File: config.mk
export PLATFORM = sky130hd
export DESIGN_NAME = matrix_key_scanner
export DESIGN_NICKNAME = d
export VERILOG_FILES = /design/src/rtl/matrix_key_pkg.sv /design/src/rtl/key_event_fifo.sv /design/src/rtl/matrix_key_scanner.sv
export SDC_FILE = /design/constraint.sdc
export NUM_CORES = 1
export LEC_CHECK = 0
export CAP_MARGIN = 20
export CORE_ASPECT_RATIO = 1.2
export CORE_MARGIN = 4
export CORE_UTILIZATION = 25
export DETAILED_ROUTE_END_ITERATION = 10
export PLACE_DENSITY = 0.46
export SLEW_MARGIN = 20
export SYNTH_ARGS = -nofsm -noshare
export SYNTH_HDL_FRONTEND = slang
export SYNTH_SLANG_ARGS = --single-unit
export TNS_END_PERCENT = 20
File: constraint.sdc
create_clock -name clk -period 2.3 [get_ports clk]
set_input_delay 0.575 -clock clk [delete_from_list [all_inputs] [get_ports clk]]
set_output_delay 0.575 -clock clk [all_outputs]
set_load 0.01 [all_outputs]
File: src/rtl/matrix_key_pkg.sv
// -----------------------------------------------------------------------------
// matrix_key_pkg
// Shared types and helpers for the matrix key scanner.
//   key_state_e : scanner FSM state (SCAN, DEBOUNCE, HELD, RELEASE)
//   code_width  : width of a key code for a ROWS x COLS matrix
// -----------------------------------------------------------------------------
package matrix_key_pkg;

  typedef enum logic [1:0] {
    ST_SCAN     = 2'd0,
    ST_DEBOUNCE = 2'd1,
    ST_HELD     = 2'd2,
    ST_RELEASE  = 2'd3
  } key_state_e;

  // Key code = row_index*COLS + col_index, so it needs clog2(ROWS*COLS) bits.
  function automatic int code_width(input int rows, input int cols);
    int n;
    n = rows * cols;
    return (n > 1) ? $clog2(n) : 1;
  endfunction

endpackage

File: src/rtl/key_event_fifo.sv
// -----------------------------------------------------------------------------
// key_event_fifo
// Small synchronous FIFO holding key codes until the consumer takes them.
// Ports:
//   clk, rst        clock, asynchronous active-high reset (empties the queue)
//   push, push_data write request and data
//   pop             read request (ignored when empty)
//   pop_data        head entry, zero when empty
//   full, empty     occupancy flags
//   drop            a push was refused because the queue was full
// A push into a full queue is accepted when a pop happens in the same cycle.
// -----------------------------------------------------------------------------
module key_event_fifo #(
  parameter int W     = 4,
  parameter int DEPTH = 4
) (
  input  logic         clk,
  input  logic         rst,
  input  logic         push,
  input  logic [W-1:0] push_data,
  input  logic         pop,
  output logic [W-1:0] pop_data,
  output logic         full,
  output logic         empty,
  output logic         drop
);

  localparam int AW = $clog2(DEPTH);

  logic [W-1:0] mem_q [DEPTH];
  // Pointers carry one extra wrap bit to tell full from empty.
  logic [AW:0]  wr_ptr_q;
  logic [AW:0]  rd_ptr_q;
  logic         do_pop;
  logic         do_push;

  assign empty   = (wr_ptr_q == rd_ptr_q);
  assign full    = (wr_ptr_q[AW] != rd_ptr_q[AW]) &&
                   (wr_ptr_q[AW-1:0] == rd_ptr_q[AW-1:0]);
  assign do_pop  = pop & ~empty;
  assign do_push = push & (~full | do_pop);
  assign drop    = push & full & ~do_pop;

  assign pop_data = empty ? '0 : mem_q[rd_ptr_q[AW-1:0]];

  always_ff @(posedge clk or posedge rst) begin
    if (rst) begin
      wr_ptr_q <= '0;
      rd_ptr_q <= '0;
    end else begin
      if (do_push) wr_ptr_q <= wr_ptr_q + 1'b1;
      if (do_pop)  rd_ptr_q <= rd_ptr_q + 1'b1;
    end
  end

  always_ff @(posedge clk) begin
    if (do_push) mem_q[wr_ptr_q[AW-1:0]] <= push_data;
  end

endmodule

File: src/rtl/matrix_key_scanner.sv
// -----------------------------------------------------------------------------
// matrix_key_scanner
// Scans a ROWS x COLS key matrix one active-low row at a time, debounces a
// single key, and queues key codes (row*COLS+col) for a consumer.
// Ports:
//   clk, rst           clock, asynchronous active-high reset
//   col[COLS]          active-low column sense lines (asynchronous)
//   row[ROWS]          active-low one-hot row drive
//   key_valid/key_code queue head; key_ready accepts it
//   key_held           a debounced key is currently down
//   overflow/ovf_clr   sticky dropped-event flag and its clear
//   dbg_state          current scanner FSM state
// Handshake: the head transfers on a cycle where key_valid and key_ready are
// both 1; key_code holds steady while key_valid=1 and no transfer occurs;
// key_valid rises one clk after the FSM's push pulse.
// Build option: define KEY_REPEAT_EN to re-push a held key after
// REPEAT_DELAY ticks and then every REPEAT_RATE ticks
// (REPEAT_RATE <= REPEAT_DELAY).
// -----------------------------------------------------------------------------
module matrix_key_scanner
  import matrix_key_pkg::*;
#(
  parameter int ROWS         = 4,
  parameter int COLS         = 4,
  parameter int SCAN_DIV     = 100,
  parameter int DEB_SCANS    = 3,
  parameter int FIFO_DEPTH   = 4,
  parameter int REPEAT_DELAY = 50,
  parameter int REPEAT_RATE  = 10
) (
  input  logic                               clk,
  input  logic                               rst,
  input  logic [COLS-1:0]                    col,
  output logic [ROWS-1:0]                    row,
  output logic                               key_valid,
  output logic [code_width(ROWS, COLS)-1:0]  key_code,
  input  logic                               key_ready,
  output logic                               key_held,
  output logic                               overflow,
  input  logic                               ovf_clr,
  output key_state_e                         dbg_state
);

  localparam int CW  = code_width(ROWS, COLS);
  localparam int RW  = $clog2(ROWS);
  localparam int CLW = $clog2(COLS);
  localparam int DW  = $clog2(SCAN_DIV);
  localparam int NW  = $clog2(DEB_SCANS + 1);

  // ---------------- scan tick divider ----------------
  logic [DW-1:0] div_q;
  logic          tick;

  assign tick = (div_q == DW'(SCAN_DIV - 1));

  always_ff @(posedge clk or posedge rst) begin
    if (rst)       div_q <= '0;
    else if (tick) div_q <= '0;
    else           div_q <= div_q + 1'b1;
  end

  // ---------------- column synchronizer ----------------
  // Resets to all ones so an idle (released) matrix is seen after reset.
  logic [COLS-1:0] sync1_q;
  logic [COLS-1:0] sync2_q;

  always_ff @(posedge clk or posedge rst) begin
    if (rst) begin
      sync1_q <= '1;
      sync2_q <= '1;
    end else begin
      sync1_q <= col;
      sync2_q <= sync1_q;
    end
  end

  // Lowest-numbered low column wins when several are pressed.
  logic           any_low;
  logic [CLW-1:0] low_idx;

  always_comb begin
    any_low = 1'b0;
    low_idx = '0;
    for (int i = COLS - 1; i >= 0; i--) begin
      if (!sync2_q[i]) begin
        any_low = 1'b1;
        low_idx = CLW'(i);
      end
    end
  end

  // ---------------- FSM ----------------
  key_state_e     state_q;
  logic [RW-1:0]  row_idx_q;
  logic [ROWS-1:0] row_q;
  logic [CLW-1:0] col_idx_q;
  logic [NW-1:0]  cnt_q;
  logic           held_q;
  logic           push_q;
  logic [CW-1:0]  code_q;

  logic           lat_low;
  logic [NW-1:0]  cnt_inc;
  logic [RW-1:0]  row_nxt_idx;
  logic [ROWS-1:0] row_nxt_pat;

  assign lat_low     = ~sync2_q[col_idx_q];
  assign cnt_inc     = cnt_q + NW'(1);
  assign row_nxt_idx = (row_idx_q == RW'(ROWS - 1)) ? '0 : row_idx_q + 1'b1;
  assign row_nxt_pat = ~(ROWS'(1) << row_nxt_idx);

  function automatic logic [CW-1:0] key_code_of(input logic [RW-1:0]  r,
                                                input logic [CLW-1:0] c);
    return CW'(r) * CW'(COLS) + CW'(c);
  endfunction

`ifdef KEY_REPEAT_EN
  localparam int RPW = $clog2(REPEAT_DELAY + 1);
  logic [RPW-1:0] rep_q;
  logic [RPW-1:0] rep_inc;
  assign rep_inc = rep_q + RPW'(1);
`else
  // Repeat timing has no effect without auto-repeat.
  logic unused_repeat_cfg;
  assign unused_repeat_cfg = ^{32'(REPEAT_DELAY), 32'(REPEAT_RATE)};
`endif

  always_ff @(posedge clk or posedge rst) begin
    if (rst) begin
      state_q   <= ST_SCAN;
      row_idx_q <= '0;
      row_q     <= ~ROWS'(1);
      col_idx_q <= '0;
      cnt_q     <= '0;
      held_q    <= 1'b0;
      push_q    <= 1'b0;
      code_q    <= '0;
`ifdef KEY_REPEAT_EN
      rep_q     <= '0;
`endif
    end else begin
      push_q <= 1'b0;
      if (tick) begin
        unique case (state_q)
          ST_SCAN: begin
            if (any_low) begin
              // Lock onto this key; the row stays frozen until release.
              col_idx_q <= low_idx;
              code_q    <= key_code_of(row_idx_q, low_idx);
              if (DEB_SCANS == 1) begin
                state_q <= ST_HELD;
                held_q  <= 1'b1;
                push_q  <= 1'b1;
`ifdef KEY_REPEAT_EN
                rep_q   <= '0;
`endif
              end else begin
                state_q <= ST_DEBOUNCE;
                cnt_q   <= NW'(1);
              end
            end else begin
              row_idx_q <= row_nxt_idx;
              row_q     <= row_nxt_pat;
            end
          end
          ST_DEBOUNCE: begin
            if (!lat_low) begin
              // Bounce: rescan the same row.
              state_q <= ST_SCAN;
            end else if (cnt_inc == NW'(DEB_SCANS)) begin
              state_q <= ST_HELD;
              held_q  <= 1'b1;
              push_q  <= 1'b1;
`ifdef KEY_REPEAT_EN
              rep_q   <= '0;
`endif
            end else begin
              cnt_q <= cnt_inc;
            end
          end
          ST_HELD: begin
            if (!lat_low) begin
              if (DEB_SCANS == 1) begin
                state_q   <= ST_SCAN;
                held_q    <= 1'b0;
                row_idx_q <= row_nxt_idx;
                row_q     <= row_nxt_pat;
              end else begin
                state_q <= ST_RELEASE;
                cnt_q   <= NW'(1);
              end
            end
`ifdef KEY_REPEAT_EN
            // Reloading to DELAY-RATE after each repeat makes the next
            // repeat land RATE ticks later without a second counter.
            else if (rep_inc == RPW'(REPEAT_DELAY)) begin
              push_q <= 1'b1;
              rep_q  <= RPW'(REPEAT_DELAY - REPEAT_RATE);
            end else begin
              rep_q <= rep_inc;
            end
`endif
          end
          ST_RELEASE: begin
            if (lat_low) begin
              state_q <= ST_HELD;
            end else if (cnt_inc == NW'(DEB_SCANS)) begin
              state_q   <= ST_SCAN;
              held_q    <= 1'b0;
              row_idx_q <= row_nxt_idx;
              row_q     <= row_nxt_pat;
            end else begin
              cnt_q <= cnt_inc;
            end
          end
        endcase
      end
    end
  end

  assign row       = row_q;
  assign key_held  = held_q;
  assign dbg_state = state_q;

  // ---------------- event queue ----------------
  logic fifo_full;
  logic fifo_empty;
  logic fifo_drop;

  key_event_fifo #(
    .W     (CW),
    .DEPTH (FIFO_DEPTH)
  ) u_fifo (
    .clk       (clk),
    .rst       (rst),
    .push      (push_q),
    .push_data (code_q),
    .pop       (key_valid & key_ready),
    .pop_data  (key_code),
    .full      (fifo_full),
    .empty     (fifo_empty),
    .drop      (fifo_drop)
  );

  assign key_valid = ~fifo_empty;

  // Sticky overflow; a drop in the same cycle as a clear keeps it set.
  logic ovf_q;

  always_ff @(posedge clk or posedge rst) begin
    if (rst)            ovf_q <= 1'b0;
    else if (fifo_drop) ovf_q <= 1'b1;
    else if (ovf_clr)   ovf_q <= 1'b0;
  end

  assign overflow = ovf_q;

endmodule

# --- Yosys cells after proc, flatten, opt, wreduce, memory -nomap -nowiden ---
# Memory sizes are Yosys's and may differ from the RTL's.
# Index checks and enable logic that the tools add are counted.
totals:
  reg_bits: 40
  mem_bits_rw: 16
  in_bits: 8
  mem_count: 1
classes:
  add_sub_neg: 6
  order_cmp: 1
  eq_ne: 18
  shift: 1
  muxes: 46
  n_bitwise: 10
  reduce_logical: 10
memory_table:
  columns: ["memory", "words", "width", "rd", "rd_clocked_by_memory_dff", "wr", "line_no", "source"]
  rows:
  - ["u_fifo.mem_q", 4, 4, 1, 0, 1, "key_event_fifo.sv:30", "logic [W-1:0] mem_q [DEPTH];"]
op_table:
  columns: ["operator", "count"]
  rows:
  - ["$mux W2", 18]
  - ["$mux W1", 17]
  - ["$mux W4", 4]
  - ["$pmux W2 S4", 2]
  - ["$reduce_and A5 Y1", 3]
  - ["$ne A2 B2 Y1 const B", 7]
  - ["$eq A2 B2 Y1 const B", 4]
  - ["$pmux W4 S2", 1]
  - ["$add A7 B1 Y7 const B", 1]
  - ["$eq A7 B7 Y1 const B", 1]
  - ["$mux W7", 1]
  - ["$add A3 B1 Y3 const B", 2]
  - ["$ne A3 B3 Y1 const B", 2]
  - ["$reduce_and A6 Y1", 1]
  - ["$reduce_bool A2 Y1", 3]
  - ["$and A1 B1 Y1", 5]
  - ["$add A2 B1 Y2 const B", 2]
  - ["$add A4 B2 Y4", 1]
  - ["$not A4 Y4", 1]
  - ["$pmux W2 S2", 1]
  - ["$shl A1 B2 Y4 const A", 1]
  - ["$eq A3 B3 Y1", 1]
  - ["$lt A2 B3 Y1 const B", 1]
  - ["$not A1 Y1", 3]
  - ["other kinds (9)", 9]

# --- Longest topological paths before layout ---
# Gate-level depths: netlist of run 1.
logic_depth:
  word_depth: 8
  ltp_mapped: 6
  mapped_depth_nobuf: 6

# --- Hierarchy ---
# A second synthesis of run 1 with hierarchy kept.
unflattened:
  cells_unflattened: 188
  area_unflattened_um2: 2546.2
by_module_without_submodules:
  columns: ["module", "n_inst", "cells_per_inst", "area_each_um2", "seq_area_each_um2"]
  rows:
  - ["matrix_key_scanner", 1, 123, 1496.4, 814.5]
  - ["key_event_fifo", 1, 65, 1049.8, 630.6]

# --- Least setup slack after synthesis of run 1 ---
# Ideal clock, no wire load.
synth_path:
  kind: "reg-to-output"
  from: "register u_fifo.rd_ptr_q[0]"
  to: "output key_code[0]"
  arrival_ns: 1.389
  t_required_ns: 1.725
  setup_slack_ns: 0.336
  stages_incl_launch_ff: 6
  n_path_buf: 2
  path_cell_list: "dfrtp_1 > buf_4 > xor2_1 > or3b_1 > buf_6 > and2_1"
synth_between:
  elab_chain_len: 2
  elab_cells_between_ends: 3
  classes_between: "eq/ne: 1; mux: 1; memory: 1"
synth_lines:
  columns: ["element", "line_no", "source"]
  rows:
  - ["from (decl)", "key_event_fifo.sv:33", "logic [AW:0] rd_ptr_q;"]
  - ["from (signal assigned)", "key_event_fifo.sv:52", "if (do_pop) rd_ptr_q <= rd_ptr_q + 1'b1;"]
  - ["$mem_v2 Z4 W4 / $eq A3 B3 Y1 (equally long branches)", null, null]
  - ["$mux W4 *", "key_event_fifo.sv:44", "assign pop_data = empty ? '0 : mem_q[rd_ptr_q[AW-1:0]];"]
  - ["to (decl)", "matrix_key_scanner.sv:36", "output logic [code_width(ROWS, COLS)-1:0] key_code,"]
# Every way passes the cells marked *; elsewhere a longest branch is shown, timed or not.

# --- Worst setup path after layout of run 1 ---
# Same ends and word-level chain as after synthesis.

==> run_results.csv, run 1 <==
group,metric,value,unit
run_status,status,"completed",
place,port_buffers,20,
setup_path,worstPathRequired,1.73,ns
route,ant_nets,0,
run,cap_violations,0,
logic_synthesis,yosysMostFrequentCell,"dfrtp_1",
place,dp_cells,333,
setup_path,start_kind,"flop",
global_routing,antenna_found_initial,0,
power_and_ir_drop,ir_worst_vdd,0.000415,V
sta,clock_skew,0.0102,ns
logic_synthesis,yosys_warnings,0,
setup_path,endpoint_kind,"output port",
clock_network,clock_path_buffers,2,
logic_synthesis,ys_seq_elements,54,
floorplan,rows,39,
logic_synthesis,synthTopCellsByArea,"dfrtp_1 27%, edfxtp_1 19%, dfstp_2 12%",
global_routing,grt_max_degree,39,
final_layout,nFillCells,953,
global_routing,use_met3,2.61,%
final_layout,drive_gt1_share,29.4,%
clock_network,root_buffer,"clkbuf_16",
final_layout,finalNonFillerCells,344,
place,dpl.hpwl,3.01,mm
setup_path,cp_num_buf_inv,2,
logic_synthesis,yosysTopAreaCellShare,27.1,%
place,gp_congestion,0.752,
setup_path,arrival,1.63,ns
sta,post-route-period-util,95.7,%
floorplan,initial_core_util,26.0,%
setup_path,crit_fanout,5,
logic_synthesis,synth_common_cells,"27 x dfrtp_1, 16 x edfxtp_1, 16 x inv_1",
logic_synthesis,yosys.area.top_type,"dfrtp_1",
setup_path,cp_cell_sequence,"buf_6 > mux4_1 > and2_1 > buf_2",
global_routing,top_usage_layer,"met2",
global_routing,grt_util_all_layers,7.60,%
global_routing,grt_pass1_vias,1430,
sta,post-route-min-period,2.20,ns
sta,slew-limit-headroom,67.4,%
floorplan,die_width,99.2,µm
route,drtPass1Iterations,4,
route,drc,0,
logic_synthesis,synth_area,0.00249,mm²
final_layout,antenna_cells,0,
clock_network,clk_latency,0.29,ns
clock_network,htreeDepth,2,
clock_network,cts-buffers-inserted,5,
global_routing,gr-usage-met1,9.31,%
global_routing,grtUsageMet2,11.9,%
logic_synthesis,synth_cell_types,44,
sta,final-hold-violation-count,0,
sta,max_freq,454,MHz
floorplan,ios,21,
sta,rsz0062_at_grt,"no",
global_routing,grt_pass1_wl,7.09,mm
setup_path,cpMaxStageDelayCell,"mux4_1",
setup_path,slowest_delay,0.52,ns
clock_network,cts_sinks,54,
floorplan,fp.dieH,117,µm
sta,finalSetupTns,0,ns
route,wl_per_cell,11.8,µm
floorplan,fp.dieArea,0.0116,mm²
route,via_count,1459,
logic_synthesis,synth_fp_nets,202,
global_routing,gr-total-overflow,0,
logic_synthesis,synth_cells,182,
power_and_ir_drop,p_leak,1.29,nW
setup_path,critPathTopFamily,"multiplexers",
min_path,hold_path.class,"reg2reg",
sta,slew_violations,0,
logic_synthesis,seq_area_frac_synth,57.9,%
sta,max_slew.worst_pin.slew,0.487,ns
clock_network,clkTransAtPathRegs,0.07,ns
floorplan,coreArea,0.00961,mm²
logic_synthesis,ys_async_sr_fraction,70.4,%
setup_path,setup.worst_path.class,"reg2out",
sta,finalSetupViolCount,0,
logic_synthesis,syn-mean-instance-area,13.7,µm²
power_and_ir_drop,power,1.97,mW
logic_synthesis,synth_flop_cell,"dfrtp_1",
route,vias_per_cell,4.24,
route,drt-total-wl,4.06,mm
power_and_ir_drop,power.density,635,mW/mm²
final_layout,area_delta_synth_final,24.5,%
clock_network,cts_tree,"built",
final_layout,final_nets,240,
logic_synthesis,synth-edff-count,16,
route,first_iter_violations,34,
[layer usage]
layer / share of wire, % / routed length, µm
met5: 0 / 0
met3: 4.6 / 187
met4: 1.5 / 60
met2: 49 / 2000
met1: 45 / 1810
[layout by cell type (no fill, tap or decap), types with 3 or more instances in the layout]
| cell type | instances |
|---|---|
| xnor2_1 | 6 |
| o21ai_0 | 5 |
| edfxtp_1 | 16 |
| dfrtp_1 | 26 |
| xor2_1 | 4 |
| clkbuf_16 | 5 |
| clkbuf_2 | 4 |
| ha_1 | 12 |
| mux2i_1 | 4 |
| buf_4 | 16 |
| and3_1 | 3 |
| dfstp_2 | 11 |
| mux4_2 | 4 |
| and2_1 | 5 |
| nor2_1 | 10 |
| a31oi_1 | 3 |
| inv_1 | 16 |
| mux2_2 | 7 |
| nand3_1 | 6 |
| nand2_1 | 6 |
| clkdlybuf4s50_1 | 15 |
[flip-flops by register name, summed over array words and instances (netlist names), 3 cells and up, named ones only]
register         count
row                  4
sync1_q              4
u_fifo.wr_ptr_q      3
code_q               3
div_q                7
u_fifo.mem_q        16
sync2_q              4
u_fifo.rd_ptr_q      3
[path summary, 6_finish.rpt]
check | cells after the start | start | slack (ns) | end
worst max-delay path | 4 | u_fifo.rd_ptr_q[0]$_DFFE_PP0N_ | 0.1 | key_code[0]
worst min-delay path | 0 | sync1_q[2]$_DFF_PP1_ | 0.35 | sync2_q[2]$_DFF_PP1_
worst max register to register | 4 | col_idx_q[0]$_DFFE_PP0P_ | 0.43 | row_idx_q[0]$_DFFE_PP0P_
worst min register to register | 0 | sync1_q[2]$_DFF_PP1_ | 0.35 | sync2_q[2]$_DFF_PP1_
max in group asynchronous | 3 | rst | 1.23 | u_fifo.rd_ptr_q[0]$_DFFE_PP0N_
min in group asynchronous | 3 | rst | 0.70 | div_q[0]$_DFF_PP0_
[kinds of logic after synthesis]
logic type      after synthesis  synth area share [%]
xor+xnor                     11                  3.86
mux                          18                  10.6
flops                        54                  57.9
simple gates                 46                  10.9
compound gates               19                  6.32
fa+ha+maj                    12                  6.02
buf+inv                      22                  4.36
[per-stage QoR]
stage | hold WS, ns | utilization, % | area, µm² | worst slack, ns
floorplan | 0.345 | - | 2490 | 0.336
global placement | 0.347 | 30.2 | 2910 | -0.0111
detailed placement | 0.349 | 30.2 | 2910 | -0.0347
CTS | 0.353 | 32.5 | 3130 | 0.0135
global route | 0.354 | 32.3 | 3110 | 0.0361
finish | 0.353 | 32.3 | 3110 | 0.0991
[final cells by class]
cell class	instances	area, µm²	share of cell area [%]
Clock inverter	3	63.8	2.05
Timing Repair Buffer	37	307	9.87
Multi-Input combinational cell	106	951	30.6
Sequential cell	54	1450	46.6
Clock buffer	5	125	4.03
Inverter	16	60.1	1.93
Tap cell	123	154	4.95
[where the power goes]
group / switching, mW / internal (mW) / total [mW] / leakage, nW
Clock: 0.316 / 0.619 / 0.936 / 0.0915
Sequential: 0.00412 / 0.997 / 1.00 / 0.662
Combinational: 0.0202 / 0.0170 / 0.0371 / 0.536
Total: 0.341 / 1.63 / 1.97 / 1.29
[repair_timing]
| item | 4_1_cts | 5_1_grt |
|---|---|---|
| setup endpoints to repair | 5 | 4 |
| setup buffers | 3 | 0 |
| hold buffers | 0 | 0 |
| resized for setup | 16 | 4 |
Power figures use the tool's default switching activity.
==> run 2: changes to the inputs <==
--- a/config.mk
+++ b/config.mk
@@ -5,6 +5,7 @@
 export SDC_FILE = /design/constraint.sdc
 export NUM_CORES = 1
 export LEC_CHECK = 0
+export ABC_AREA = 0
 export CAP_MARGIN = 20
 export CORE_ASPECT_RATIO = 1.2
 export CORE_MARGIN = 4
==> results of run 2 <==
The final DEF is identical to that of run 1; final timing and power are the same.
==> run 3: changes to the inputs <==
--- a/config.mk
+++ b/config.mk
@@ -8,11 +8,11 @@
 export ABC_AREA = 0
 export CAP_MARGIN = 20
 export CORE_ASPECT_RATIO = 1.2
-export CORE_MARGIN = 4
 export CORE_UTILIZATION = 25
 export DETAILED_ROUTE_END_ITERATION = 10
+export GPL_ROUTABILITY_DRIVEN = 0
 export PLACE_DENSITY = 0.46
-export SLEW_MARGIN = 20
+export SLEW_MARGIN = 10
 export SYNTH_ARGS = -nofsm -noshare
 export SYNTH_HDL_FRONTEND = slang
 export SYNTH_SLANG_ARGS = --single-unit
==> run_results.csv, run 3 (same netlist as run 1, synthesis figures left out) <==
group,metric,value,unit
run_status,status,"completed",
final_layout,antenna_cells,0,
clock_network,cts_sinks,54,
floorplan,ios,21,
global_routing,grt_util_all_layers,9.22,%
min_path,hold_depth,0,
final_layout,register_area,0.00145,mm²
sta,rsz0062_at_grt,"no",
final_layout,fin_util,32.0,%
route,via_count,1431,
global_routing,antenna_found_initial,0,
floorplan,coreArea,0.00961,mm²
clock_network,clock_path_buffers,2,
floorplan,fp.dieH,111,µm
final_layout,drive_gt1_share,29.4,%
route,ant_nets,0,
route,vias_per_cell,4.16,
final_layout,nFillCells,961,
route,drtPass1Iterations,4,
floorplan,initial_core_util,26.0,%
setup_path,crit_fanout,5,
min_path,hold_path.startpoint,"sync1_q[3]$_DFF_PP1_",
setup_path,arrival,1.66,ns
place,dpl.hpwl,2.98,mm
sta,slew-limit-headroom,67.7,%
setup_path,cpMaxStageDelayCell,"or3b_4",
setup_path,worstPathRequired,1.73,ns
sta,hold_slack,0.357,ns
global_routing,grt_pass1_wl,7.53,mm
route,first_iter_violations,29,
clock_network,root_buffer,"clkbuf_16",
setup_path,cp_num_buf_inv,1,
min_path,hold_path.class,"reg2reg",
final_layout,final_nets,240,
clock_network,clkTransAtPathRegs,0.07,ns
power_and_ir_drop,p_int,1.43,mW
power_and_ir_drop,p_leak,1.27,nW
power_and_ir_drop,p_comb_share,2.1,%
setup_path,r2r_end,"row_idx_q[0]$_DFFE_PP0P_",
route,wl_per_cell,12.0,µm
final_layout,final_cell_area,0.00308,mm²
power_and_ir_drop,power,1.81,mW
clock_network,cts_tree,"built",
setup_path,rr_worst_depth,4,
final_layout,multi_input_area,951,µm²
sta,post-route-min-period,2.24,ns
floorplan,die_width,93.2,µm
clock_network,hold_buffers,0,
setup_path,critPathTopFamily,"simple AND/OR/NAND/NOR gates",
setup_path,cp_cell_sequence,"xnor2_2 > or3b_4 > and2_1 > clkdlybuf4s15_1",
route,drt-total-wl,4.12,mm
power_and_ir_drop,p_sw,0.379,mW
global_routing,gr-total-overflow,0,
power_and_ir_drop,pwr-share-clk,42.7,%
global_routing,grt_pass1_vias,1565,
clock_network,clk_latency,0.29,ns
global_routing,grt_max_degree,39,
place,dp_cells,331,
sta,max_freq,447,MHz
power_and_ir_drop,power.density,588,mW/mm²
route,drc,0,
sta,final-hold-violation-count,0,
place,place_area,0.00289,mm²
place,post-place-ws,-0.0366,ns
floorplan,fp.dieArea,0.0104,mm²
setup_path,start_kind,"flop",
power_and_ir_drop,pwr-share-seq,55.3,%
run,cap_violations,0,
sta,finalSetupViolCount,0,
sta,finalSetupTns,0,ns
setup_path,r2r-start,"div_q[2]$_DFF_PP0_",
setup_path,slowest_delay,0.42,ns
sta,clock_skew,0.00575,ns
sta,max_slew.worst_pin.slew,0.485,ns
min_path,min_to,"sync2_q[3]$_DFF_PP1_",
final_layout,mostFrequentLayoutCell,"dfrtp_1",
final_layout,final_cell_mix,"26 x dfrtp_1, 16 x inv_1, 16 x buf_4, 16 x edfxtp_1, 15 x clkdlybuf4s50_1",
sta,post-route-period-util,97.2,%
power_and_ir_drop,p_sw_share,20.9,%
final_layout,largest_register_ffs,16,
sta,layout_setup_ws,0.0635,ns
setup_path,setup.worst_path.class,"reg2out",
setup_path,endpoint_kind,"output port",
floorplan,rows,39,
clock_network,htreeDepth,2,
setup_path,ff2ff_setup_slack,0.42,ns
final_layout,finalNonFillerCells,344,
final_layout,area_delta_synth_final,23.3,%
place,port_buffers,20,
clock_network,cts-buffers-inserted,5,
sta,slew_violations,0,
power_and_ir_drop,ir_worst_vdd,0.000280,V
-- run 3: changes by cell type in the layout (fill, tap and decap cells not counted), sizes merged --
cell	previous run	this run
bufinv	2	0
clkbuf	9	8
clkdlybuf4s15	0	1
inv	16	18
-- run 3: timing repair --
item | 4_1_cts | 5_1_grt
endpoints found under the setup margin | 5 | 5
pin swaps | 1 | 1
resized for setup | 14 | 5
cloned | 0 | 0
buffers inserted | 5 | 0
-- run 3: layout make-up --
class / instances / area share, %
Sequential cell: 54 / 47.0
Multi-Input combinational cell: 106 / 30.9
Timing Repair Buffer: 37 / 10.1
Tap cell: 123 / 5.00
Clock buffer: 5 / 4.07
Inverter: 16 / 1.95
Clock inverter: 3 / 0.935
-- run 3: worst reg2reg max path: stages (launching register included) --
cell	delay, ns
dfrtp_1	0.47
nor4b_2	0.31
nand3_1	0.27
a21oi_4	0.34
mux2_2	0.37
-- run 3: worst max path at each step --
stage                                   start     endpoint  slack [ns]  depth (start not counted)
2_1_floorplan  u_fifo.rd_ptr_q[0]$_DFFE_PP0N_  key_code[0]        0.34                          5
3_3_place_gp   u_fifo.rd_ptr_q[0]$_DFFE_PP0N_    key_valid       -0.01                          4
3_5_place_dp   u_fifo.rd_ptr_q[0]$_DFFE_PP0N_    key_valid       -0.04                          4
4_1_cts        u_fifo.rd_ptr_q[0]$_DFFE_PP0N_  key_code[0]       0.002                          4
5_1_grt        u_fifo.wr_ptr_q[2]$_DFFE_PP0P_  key_code[2]       0.004                          4
6_report       u_fifo.wr_ptr_q[2]$_DFFE_PP0P_  key_code[2]        0.06                          4
-- run 3: layer usage --
| metal | share of wire [%] | global-route usage (%) |
|---|---|---|
| met5 | 0 | 0 |
| met4 | 1.6 | 4.00 |
| met3 | 2.7 | 1.84 |
| met2 | 50 | 15.1 |
| met1 | 46 | 11.7 |
-- run 3: power by group through the flow --
stage / logic (mW) / clock network (mW) / registers, mW
2_1_floorplan: 0.0173 / 0 / 1.02
3_3_place_gp: 0.0392 / 0 / 1.02
3_5_place_dp: 0.0393 / 0 / 1.02
4_1_cts: 0.0396 / 0.812 / 1.00
5_1_grt: 0.0433 / 0.842 / 1.00
6_report: 0.0372 / 0.772 / 1.00
